**src/rtl/ascon_ctrl_fsm_pkg.sv**
```systemverilog
// Shared types and constants for the ASCON-128 control sequencer.
// Holds the FSM state enum, the round-counter start/stop values and the
// single next-round rule used by both the counter and the FSM output stage.
package ascon_pack;

    typedef enum logic [3:0] {
        ST_IDLE     = 4'd0,
        ST_INIT     = 4'd1,
        ST_AD_WAIT  = 4'd2,
        ST_AD_RUN   = 4'd3,
        ST_PT_WAIT  = 4'd4,
        ST_PT_RUN   = 4'd5,
        ST_FIN_WAIT = 4'd6,
        ST_FIN_RUN  = 4'd7,
        ST_END      = 4'd8
    } type_fsm_state;

    localparam logic [3:0] ROUND_P12_START = 4'd0;
    localparam logic [3:0] ROUND_P6_START  = 4'd6;
    localparam logic [3:0] ROUND_LAST      = 4'd11;

    // Loads win over counting; counting saturates at the last round so the
    // index can only leave 11 through an explicit load.
    function automatic logic [3:0] next_round(
        input logic [3:0] cur,
        input logic       load_p12,
        input logic       load_p6,
        input logic       count_en
    );
        logic [3:0] nxt;
        nxt = cur;
        if (load_p12) begin
            nxt = ROUND_P12_START;
        end else if (load_p6) begin
            nxt = ROUND_P6_START;
        end else if (count_en && (cur != ROUND_LAST)) begin
            nxt = cur + 4'd1;
        end
        return nxt;
    endfunction

endpackage

```
**src/rtl/ascon_ctrl_fsm_round_counter.sv**
```systemverilog
// Round index counter for the ASCON permutation sequencer.
// p12 loads 0, p6 loads 6, then counts up to 11 and holds there.
import ascon_pack::*;

module round_counter (
    input  logic       clock_i,
    input  logic       resetb_i,
    input  logic       load_p12_i,
    input  logic       load_p6_i,
    input  logic       count_en_i,
    output logic [3:0] round_o
);

    logic [3:0] round_q;
    logic [3:0] round_d;

    // Next round index from the load/count controls.
    always_comb begin
        round_d = next_round(round_q, load_p12_i, load_p6_i, count_en_i);
    end

    // Round index register.
    always_ff @(posedge clock_i or negedge resetb_i) begin
        if (!resetb_i) begin
            round_q <= 4'd0;
        end else begin
            round_q <= round_d;
        end
    end

    assign round_o = round_q;

endmodule

```
**src/rtl/ascon_ctrl_fsm.sv**
```systemverilog
// ASCON-128 encryption control sequencer.
// Walks INIT -> (AD) -> PT blocks -> FIN -> END and drives the permutation
// stage controls one round per cycle. All outputs are registered: they are
// decoded from the next state and next round index so that they line up with
// the cycle in which that state/round is current.
// Build option: define ASCON_AD_EN to include the associated-data phase
// (AD_WAIT/AD_RUN); without it INIT goes straight to the plaintext phase and
// the domain-separation bit is applied on INIT round 11.
import ascon_pack::*;

module ascon_ctrl_fsm #(
    parameter int NB_PT_BLOCKS = 4
) (
    input  logic       clock_i,
    input  logic       resetb_i,
    input  logic       start_i,
    input  logic       data_valid_i,
    output logic       data_ready_o,
    output logic [3:0] round_o,
    output logic       selectionp_o,
    output logic       enable_o,
    output logic       en_xor_data_o,
    output logic       en_xor_key_begin_o,
    output logic       en_xor_key_end_o,
    output logic       en_xor_lsb_o,
    output logic       en_cipher_o,
    output logic       en_tag_o,
    output logic       cipher_valid_o,
    output logic       tag_valid_o,
    output logic       done_o
);

    // Index of the last plaintext block that goes through PT_RUN; the final
    // block is absorbed in FIN_RUN instead.
    localparam logic [3:0] LAST_PT_IDX = 4'(NB_PT_BLOCKS - 1);

    // Handshake: a block is taken in the cycle where data_valid_i and
    // data_ready_o are both high; data_ready_o is high exactly in WAIT states,
    // so every accepted WAIT lasts one cycle and nothing is queued elsewhere.

    type_fsm_state state_q, state_d;
    logic [3:0]    blk_q, blk_d;
    logic [3:0]    round_q;
    logic [3:0]    round_nxt;
    logic          load_p12;
    logic          load_p6;
    logic          count_en;
    logic          accept;
    logic          last_round;
    type_fsm_state after_init;
    type_fsm_state after_ad;

    logic          data_ready_q, data_ready_d;
    logic [3:0]    round_o_q, round_o_d;
    logic          selectionp_q, selectionp_d;
    logic          enable_q, enable_d;
    logic          xor_data_q, xor_data_d;
    logic          key_begin_q, key_begin_d;
    logic          key_end_q, key_end_d;
    logic          xor_lsb_q, xor_lsb_d;
    logic          cipher_q, cipher_d;
    logic          tag_q, tag_d;
    logic          cipher_valid_q, cipher_valid_d;
    logic          tag_valid_q, tag_valid_d;
    logic          done_q, done_d;

    round_counter u_round_counter (
        .clock_i    (clock_i),
        .resetb_i   (resetb_i),
        .load_p12_i (load_p12),
        .load_p6_i  (load_p6),
        .count_en_i (count_en),
        .round_o    (round_q)
    );

    assign accept     = data_valid_i && data_ready_q;
    assign last_round = (round_q == ROUND_LAST);
    assign after_ad   = (NB_PT_BLOCKS == 1) ? ST_FIN_WAIT : ST_PT_WAIT;
`ifdef ASCON_AD_EN
    assign after_init = ST_AD_WAIT;
`else
    assign after_init = after_ad;
`endif

    // Next state, block counter and round-counter controls.
    always_comb begin
        state_d  = state_q;
        blk_d    = blk_q;
        load_p12 = 1'b0;
        load_p6  = 1'b0;
        count_en = 1'b0;
        case (state_q)
            ST_IDLE: begin
                if (start_i) begin
                    state_d  = ST_INIT;
                    load_p12 = 1'b1;
                end
            end
            ST_INIT: begin
                if (last_round) state_d = after_init;
                else            count_en = 1'b1;
            end
            ST_AD_WAIT: begin
                if (accept) begin
                    state_d = ST_AD_RUN;
                    load_p6 = 1'b1;
                end
            end
            ST_AD_RUN: begin
                if (last_round) state_d = after_ad;
                else            count_en = 1'b1;
            end
            ST_PT_WAIT: begin
                if (accept) begin
                    state_d = ST_PT_RUN;
                    load_p6 = 1'b1;
                end
            end
            ST_PT_RUN: begin
                if (last_round) begin
                    blk_d   = blk_q + 4'd1;
                    state_d = (blk_d < LAST_PT_IDX) ? ST_PT_WAIT : ST_FIN_WAIT;
                end else begin
                    count_en = 1'b1;
                end
            end
            ST_FIN_WAIT: begin
                if (accept) begin
                    state_d  = ST_FIN_RUN;
                    load_p12 = 1'b1;
                end
            end
            ST_FIN_RUN: begin
                if (last_round) state_d = ST_END;
                else            count_en = 1'b1;
            end
            ST_END: begin
                // Rewind the round counter too, so IDLE shows round 0.
                blk_d    = 4'd0;
                load_p12 = 1'b1;
                state_d  = ST_IDLE;
            end
            default: begin
                state_d = ST_IDLE;
                blk_d   = 4'd0;
            end
        endcase
        round_nxt = next_round(round_q, load_p12, load_p6, count_en);
    end

    // Output decode for the state/round that becomes current at the next edge.
    always_comb begin
        logic run_p12_first;
        logic run_last;
        round_o_d      = round_nxt;
        data_ready_d   = 1'b0;
        selectionp_d   = 1'b0;
        enable_d       = 1'b0;
        xor_data_d     = 1'b0;
        key_begin_d    = 1'b0;
        key_end_d      = 1'b0;
        xor_lsb_d      = 1'b0;
        cipher_d       = 1'b0;
        tag_d          = 1'b0;
        done_d         = 1'b0;
        cipher_valid_d = cipher_q;
        tag_valid_d    = tag_q;
        run_p12_first  = (round_nxt == ROUND_P12_START);
        run_last       = (round_nxt == ROUND_LAST);
        if (state_d != ST_IDLE) begin
            selectionp_d = 1'b1;
        end
        case (state_d)
            ST_INIT: begin
                enable_d     = 1'b1;
                selectionp_d = !run_p12_first;
                key_end_d    = run_last;
`ifndef ASCON_AD_EN
                xor_lsb_d    = run_last;
`endif
            end
            ST_AD_RUN: begin
                enable_d   = 1'b1;
                xor_data_d = (round_nxt == ROUND_P6_START);
                xor_lsb_d  = run_last;
            end
            ST_PT_RUN: begin
                enable_d   = 1'b1;
                xor_data_d = (round_nxt == ROUND_P6_START);
                cipher_d   = (round_nxt == ROUND_P6_START);
            end
            ST_FIN_RUN: begin
                enable_d    = 1'b1;
                xor_data_d  = run_p12_first;
                cipher_d    = run_p12_first;
                key_begin_d = run_p12_first;
                key_end_d   = run_last;
                tag_d       = run_last;
            end
            ST_AD_WAIT, ST_PT_WAIT, ST_FIN_WAIT: begin
                data_ready_d = 1'b1;
            end
            ST_END: begin
                done_d = 1'b1;
            end
            default: begin
                round_o_d = 4'd0;
            end
        endcase
    end

    // State, block counter and registered outputs.
    always_ff @(posedge clock_i or negedge resetb_i) begin
        if (!resetb_i) begin
            state_q        <= ST_IDLE;
            blk_q          <= 4'd0;
            data_ready_q   <= 1'b0;
            round_o_q      <= 4'd0;
            selectionp_q   <= 1'b0;
            enable_q       <= 1'b0;
            xor_data_q     <= 1'b0;
            key_begin_q    <= 1'b0;
            key_end_q      <= 1'b0;
            xor_lsb_q      <= 1'b0;
            cipher_q       <= 1'b0;
            tag_q          <= 1'b0;
            cipher_valid_q <= 1'b0;
            tag_valid_q    <= 1'b0;
            done_q         <= 1'b0;
        end else begin
            state_q        <= state_d;
            blk_q          <= blk_d;
            data_ready_q   <= data_ready_d;
            round_o_q      <= round_o_d;
            selectionp_q   <= selectionp_d;
            enable_q       <= enable_d;
            xor_data_q     <= xor_data_d;
            key_begin_q    <= key_begin_d;
            key_end_q      <= key_end_d;
            xor_lsb_q      <= xor_lsb_d;
            cipher_q       <= cipher_d;
            tag_q          <= tag_d;
            cipher_valid_q <= cipher_valid_d;
            tag_valid_q    <= tag_valid_d;
            done_q         <= done_d;
        end
    end

    assign data_ready_o       = data_ready_q;
    assign round_o            = round_o_q;
    assign selectionp_o       = selectionp_q;
    assign enable_o           = enable_q;
    assign en_xor_data_o      = xor_data_q;
    assign en_xor_key_begin_o = key_begin_q;
    assign en_xor_key_end_o   = key_end_q;
    assign en_xor_lsb_o       = xor_lsb_q;
    assign en_cipher_o        = cipher_q;
    assign en_tag_o           = tag_q;
    assign cipher_valid_o     = cipher_valid_q;
    assign tag_valid_o        = tag_valid_q;
    assign done_o             = done_q;

endmodule

```
**config.mk**
```make
export PLATFORM = sky130hd
export DESIGN_NAME = ascon_ctrl_fsm
export DESIGN_NICKNAME = d
export VERILOG_FILES = /design/src/rtl/ascon_ctrl_fsm_pkg.sv /design/src/rtl/ascon_ctrl_fsm_round_counter.sv /design/src/rtl/ascon_ctrl_fsm.sv
export SDC_FILE = /design/constraint.sdc
export NUM_CORES = 1
export LEC_CHECK = 0
export ABC_AREA = 1
export BUFFER_PORTS_ARGS = -buffer_cell sky130_fd_sc_hd__buf_2
export CORE_ASPECT_RATIO = 2
export CORE_UTILIZATION = 49
export CTS_CLUSTER_SIZE = 40
export DETAILED_ROUTE_END_ITERATION = 8
export PLACE_DENSITY = 0.76
export SYNTH_ARGS = -nofsm -noshare
export SYNTH_HDL_FRONTEND = slang
export SYNTH_HIERARCHICAL = 1
export SYNTH_SLANG_ARGS = --single-unit
```
**constraint.sdc**
```tcl
create_clock -name clock_i -period 2.1 [get_ports clock_i]
set_input_delay 0.63 -clock clock_i [delete_from_list [all_inputs] [get_ports clock_i]]
set_output_delay 0.63 -clock clock_i [all_outputs]
set_load 0.05 [all_outputs]
```
# Yosys cells after proc, flatten, opt, wreduce, memory -nomap -nowiden
# Index checks and enable logic that the tools add are counted.
dict set report totals {
  regBits 28
  input_bits 4
  out_inout_bits 16
  elab_cells 90
}
dict set report classes {
  add_sub_neg 2
  order_cmp 1
  n_eq_ne 21
  mux 32
  bitwise 1
  reduce_logical 17
}
# operator n
set op_table {}
lappend op_table {{$mux W4} 12}
lappend op_table {{$eq A4 B3 Y1 const B} 9}
lappend op_table {{$pmux W4 S7} 1}
lappend op_table {{$eq A4 B2 Y1 const B} 4}
lappend op_table {{$eq A4 B4 Y1 const B} 4}
lappend op_table {{$mux W1} 14}
lappend op_table {{$reduce_or A2 Y1} 5}
lappend op_table {{$add A4 B1 Y4 const B} 2}
lappend op_table {{$eq A4 B1 Y1 const B} 2}
lappend op_table {{$logic_not A4 Y1} 2}
lappend op_table {{$pmux W4 S2} 1}
lappend op_table {{$reduce_or A4 Y1} 2}
lappend op_table {{$reduce_or A8 Y1} 1}
lappend op_table {{$reduce_or A7 Y1} 1}
lappend op_table {{$lt A4 B2 Y1 const B} 1}
lappend op_table {{$ne A4 B4 Y1 const B} 1}
lappend op_table {{$pmux W1 S2} 2}
lappend op_table {{$reduce_bool A4 Y1} 1}
lappend op_table {{$pmux W1 S3} 1}
lappend op_table {{$reduce_or A3 Y1} 1}
lappend op_table {{$logic_and A1 B1 Y1} 2}
lappend op_table {{$mux W2} 1}
lappend op_table {{$ne A2 B2 Y1 const B} 1}
lappend op_table {{$reduce_and A2 Y1} 1}
lappend op_table {{other kinds (2)} 2}

# Longest topological paths before layout
dict set report depth {
  word_depth 10
  mapped_depth 12
  ltp_nobuf 12
}

# Cells and area by module
# Netlist, hierarchy kept.
# module instances cells_per_inst area_per_inst_um2 seq_area_each_um2
set modules_own_cells {}
lappend modules_own_cells {ascon_ctrl_fsm 1 179 1336.3 600.6}
lappend modules_own_cells {round_counter 1 35 255.2 100.1}

# Worst setup path before layout
# Ideal clock, no wire load.
dict set report synth_path {
  path_kind {register -> register}
  startpoint {register u_round_counter.round_q[0], in the netlist u_round_counter/round_o[0]}
  endpoint {register selectionp_q, in the netlist selectionp_o}
  setup_ns 0.123
  arrival_time_ns 1.482
  required_ns 1.977
  path_slack_ns 0.495
  stages_incl_launch_ff 10
  n_path_buf 1
  period_less_slack_ns 1.605
  path_cell_list {dfrtp_1 ha_1 nand3_2 buf_6 nand2_1 nand3_1 nor2_2 nand3_2 nand2_1 nand2_1}
}
dict set report synth_via {
  elab_chain_len 10
  elab_cells_between_ends 19
  classes_between {add/sub: 1; eq/ne: 3; mux: 11; reduce/logical: 4}
}
# element line
set synth_rtl {}
lappend synth_rtl {{from (decl)} ascon_ctrl_fsm_round_counter.sv:14} ;# logic [3:0] round_q;
lappend synth_rtl {{from (signal assigned)} ascon_ctrl_fsm_round_counter.sv:27} ;# round_q <= round_d;
lappend synth_rtl {{$eq A4 B4 Y1} ascon_ctrl_fsm.sv:77} ;# assign last_round = (round_q == ROUND_LAST);
lappend synth_rtl {{$mux W1 (2 in a row)} -}
lappend synth_rtl {{$logic_and A1 B1 Y1} ascon_ctrl_fsm_pkg.sv:36} ;# end else if (count_en && (cur != ROUND_LAST)) begin
lappend synth_rtl {{$mux W4} -}
lappend synth_rtl {{$mux W4} ascon_ctrl_fsm_pkg.sv:34} ;# end else if (load_p6) begin
lappend synth_rtl {{$mux W4} ascon_ctrl_fsm_pkg.sv:32} ;# if (load_p12) begin
lappend synth_rtl {{$logic_not A4 Y1} ascon_ctrl_fsm.sv:168} ;# run_p12_first = (round_nxt == ROUND_P12_START);
lappend synth_rtl {{$logic_not A1 Y1} ascon_ctrl_fsm.sv:176} ;# selectionp_d = !run_p12_first;
lappend synth_rtl {{$mux W1 (*)} ascon_ctrl_fsm.sv:173} ;# case (state_d)
lappend synth_rtl {{named net selectionp_d} ascon_ctrl_fsm.sv:55} ;# logic selectionp_q, selectionp_d;
lappend synth_rtl {{to (signal assigned)} ascon_ctrl_fsm.sv:235} ;# selectionp_q <= selectionp_d;
lappend synth_rtl {{to (decl)} ascon_ctrl_fsm.sv:55}
# Mark *: on every way through the listed nets, which the timed path passes. The rest lies on a longest branch.
# A chain may end at the register's enable or synchronous reset.

# Final worst setup path
dict set report layout_path {
  startpoint {register u_round_counter.round_q[1], in the netlist u_round_counter/round_o[1]}
  endpoint {register xor_data_q, in the netlist en_xor_data_o}
}
dict set report layout_via {
  elab_chain_len 9
  elab_cells_between_ends 20
  classes_between {add/sub: 1; eq/ne: 6; mux: 10; reduce/logical: 3}
}
# element line
set layout_rtl {}
lappend layout_rtl {{$eq A4 B4 Y1 (*)} ascon_ctrl_fsm.sv:77}
lappend layout_rtl {{$mux W1 (*) (2 in a row)} -}
lappend layout_rtl {{named net count_en} ascon_ctrl_fsm.sv:47} ;# logic count_en;
lappend layout_rtl {{$logic_and A1 B1 Y1 (*)} ascon_ctrl_fsm_pkg.sv:36}
lappend layout_rtl {{$mux W4 (*)} -}
lappend layout_rtl {{$mux W4 (*)} ascon_ctrl_fsm_pkg.sv:34}
lappend layout_rtl {{$mux W4 (*)} ascon_ctrl_fsm_pkg.sv:32}
lappend layout_rtl {{$eq A4 B3 Y1 or $logic_not A4 Y1 (tied branches)} {ascon_ctrl_fsm.sv:184, ascon_ctrl_fsm.sv:189, ascon_ctrl_fsm.sv:168}}
lappend layout_rtl {{$pmux W1 S2 (*)} ascon_ctrl_fsm.sv:173}
lappend layout_rtl {{named net xor_data_d} ascon_ctrl_fsm.sv:57} ;# logic xor_data_q, xor_data_d;
lappend layout_rtl {{to (signal assigned)} ascon_ctrl_fsm.sv:237} ;# xor_data_q <= xor_data_d;
lappend layout_rtl {{to (decl)} ascon_ctrl_fsm.sv:57}
# Marks and branches as above.

==> results.md <==
- Outcome: completed
- DP Area: ~1700 sq um
- Crit-path max FO: 14
- Slowest cell on the critical path: dfrtp_1
- WP data required: 2.26 ns
- Critical path arrival: 2.05 ns
- Final non-filler cell total: approximately 270
- Worst-Skew Late Latency: about 0.27 ns
- # fillers: 296
- Die height: about 83 um
- CP peak stage delay: about 0.46 ns
- Placed cells: around 260
- H-tree depth: 1
- CP top delay family: simple AND/OR/NAND/NOR gates
- Most frequent cells after synthesis: nand2_1 (54), inv_1 (32), dfrtp_1 (28)
- FFs w/ async S/R, synth: between 90% and 100%
- RSZ-0062 raised after global routing: no
- GRT Util Overall: 20.8%
- Vias post-DR: between 1000 and 1500
- R2R Path Start: u_round_counter/round_o[1]
- Vias per cell: approximately 5.3
- Synth cell types: 23
- WL per Instance: about 12 um
- First-pass GRT wire length: around 5.6 mm
- DP HPWL: around 2.5 mm
- Clock transition at path regs: ~0.090 ns
- Reg2reg setup slack: between 0.2 and 0.25 ns
- CTS tree: yes
- Worst path most repeated cell: nand2_1
- Net Count, Synth: around 220
- Yosys top cell by area: dfrtp_1
- Hold Vio Cnt, Final: 0
- Slew @ Worst Pin: between 0.6 and 0.7 ns
- FF-to-FF path depth: 11
- Pwr per Cell Area: 1600 nW/um^2
- Leak pwr: just over 0.001 uW
- Synthesized area: between 1500 and 2000 sq um
- Pin count of the biggest net entering global routing: 29
- Remaining Overflow, GRT: 0
- Fin crit share: 89.8%
- Tmin final: roughly 1.9 ns
- Top FF cell, synth: dfrtp_1
- Final #Nets: about 250
- Final ANT Viol Nets: 0
- Buffers added on ports: 19
- FF+latch count, synth: 28
- Final slew viol count: 0
- Setup TNS: 0 ns
- Clock skew: 0.00536 ns
- Slew HR: roughly three fifths
- Yosys warnings: 6
- Share of cells above drive strength 1: 19.4%
- IO Pins: 20
- Max Fclk: 530 MHz
- CTS max path bufs: 2
- Routability cong.: 0.898
- Min-Delay Path Class: input port to async pin
- Most frequent cell after synthesis: nand2_1
- Final setup fails: 0
- Total CTS buffers: 3
- Fin util: between 50% and 60%
- MaxCap Viol Count: 0
- Row cnt: 28
- Initial core utilization: between 50% and 60%
- Area of the die: approximately 3500 sq um
- Startpoint Class: register
- VDD IR max: about 0.86 mV
- Antenna diodes: 0
- Drt pass-1 iters: 4
- Worst R2R End: en_xor_data_o
- Critical Path Sink Type: register
- Post-Syn Instances: approximately 210
- Post-Route WL: 3.20 mm
- Initial antenna violation count: 0
- Core Footprint: between 3000 and 4000 sq um
- EDFF count, synth: 0
- Initial DRC count: 30
- Critical path class: register to register
- Finished Cell Area: between 1500 and 2000 sq um
- # hold bufs at CTS: 0
- Hold Slack: 0.357 ns
- Share of the yosys chip area belonging to registers: ~44%
- Number of global-route vias before repair: between 1000 and 1500
- Synth top area share: 44.0%
- Crit-path cells: ha_1, nand3_4, nand3_1, inv_1, nand2_1, nand2_1, nand2_1, nand2_1, nor2_1, nand2_1, nand2_1
- Worst path bufs/invs: 1
- Remaining DRCs: 0
- Die X: 42.3 um
- Clock tree sinks: 28
- Avg Inst Size Synth: about 7.4 sq um
- Synth top area cells: dfrtp_1 (44%), nand2_1 (13%), inv_1 (7.5%)
- Root Driver: clkbuf_8
- Layout area overhead: 13.1%
[placed cells by master (no fill, tap or decap)]
master / n
o31ai_1: 1
nor3_2: 1
ha_1: 4
dfrtp_1: 28
a21oi_1: 3
inv_1: 32
nand2_2: 4
bufinv_16: 1
nand3_4: 1
clkbuf_8: 3
buf_2: 19
nand3_2: 4
nand3b_1: 2
o21bai_1: 1
nand4_1: 7
o21ai_0: 6
inv_2: 6
buf_4: 2
nor3_1: 2
o21a_1: 1
nor2_2: 5
o21ai_1: 4
nand3_1: 23
nor2_1: 22
nand2_1: 54
o22ai_1: 1
[final cells by class]
cell class                 instances  area (sq um)  share of cell area [%]
multi-input combinational        146           737                    41.0
inverter                          38           143                    7.93
clock inverter                     1          30.0                    1.67
clock buffer                       3          41.3                    2.29
sequential                        28           701                    38.9
timing repair buffer              21           110                    6.12
tap                               30          37.5                    2.09
[worst reg2reg max path: stages (launching register included)]
cell and delay (ns):
dfrtp_1 0.46, ha_1 0.27, nand3_4 0.19, nand3_1 0.16
inv_1 0.20, nand2_1 0.07, nand2_1 0.09, nand2_1 0.07
nand2_1 0.08, nor2_1 0.04, nand2_1 0.09, nand2_1 0.06
[repair_timing]
| item | 4_1_cts | 5_1_grt |
|---|---|---|
| buffers inserted | 0 | 0 |
| gates resized for setup | 0 | 1 |
| setup endpoints to repair | 0 | 11 |
[registers in the layout (all words and copies together), names as in the netlist, 4 cells and up]
name                     flops
u_round_counter/round_o      4
state_q                      4
round_o                      4
blk_q                        4
[report_power, final]
part | switching, uW | internal [uW] | total (uW) | leakage (uW)
Combinational | 1130 | 485 | 1610 | 0.000627
Sequential | 150 | 714 | 864 | 0.000360
Clock | 157 | 255 | 412 | 0.0000357
Total | 1430 | 1450 | 2890 | 0.00102
[worst max-delay path by stage]
stage	depth (start not counted)	slack (ns)	from	endpoint
after global placement	10	0.15	u_round_counter/round_o[1]	selectionp_o
after detailed placement	10	0.18	u_round_counter/round_o[1]	selectionp_o
after global routing	11	0.003	u_round_counter/round_o[1]	en_cipher_o
final	11	0.21	u_round_counter/round_o[1]	en_xor_data_o
after floorplan	9	0.49	u_round_counter/round_o[0]	selectionp_o
after CTS	10	0.17	u_round_counter/round_o[1]	selectionp_o
[layer usage]
layer  part of all wire (%)  GRT usage [%]  vias to the layer above  wire length, um
li1                       -              -                      723                -
met1                     37           20.6                      644             1200
met2                     56           40.5                       34             1780
met3                    3.1           2.83                       11              100
met4                    3.8           11.3                        0              122
met5                      0              0                        -                0
[per-stage QoR]
stage / setup WS [ns] / total power [uW]
final: 0.214 / 2890
after CTS: 0.171 / 2910
after global placement: 0.149 / 2460
after detailed placement: 0.177 / 2470
after floorplan: 0.495 / 2130
after global routing: 0.00263 / 3180
[cell families (layout without fill, tap and decap cells)]
group / Yosys count / in the layout / synth area share (%)
buf+inv: 40 / 63 / 10.1
flops: 28 / 28 / 44.0
compound gates: 17 / 17 / 5.90
fa+ha+maj: 4 / 4 / 3.14
simple gates: 125 / 125 / 36.8
Note: power is estimated with default switching activity, not from simulation.
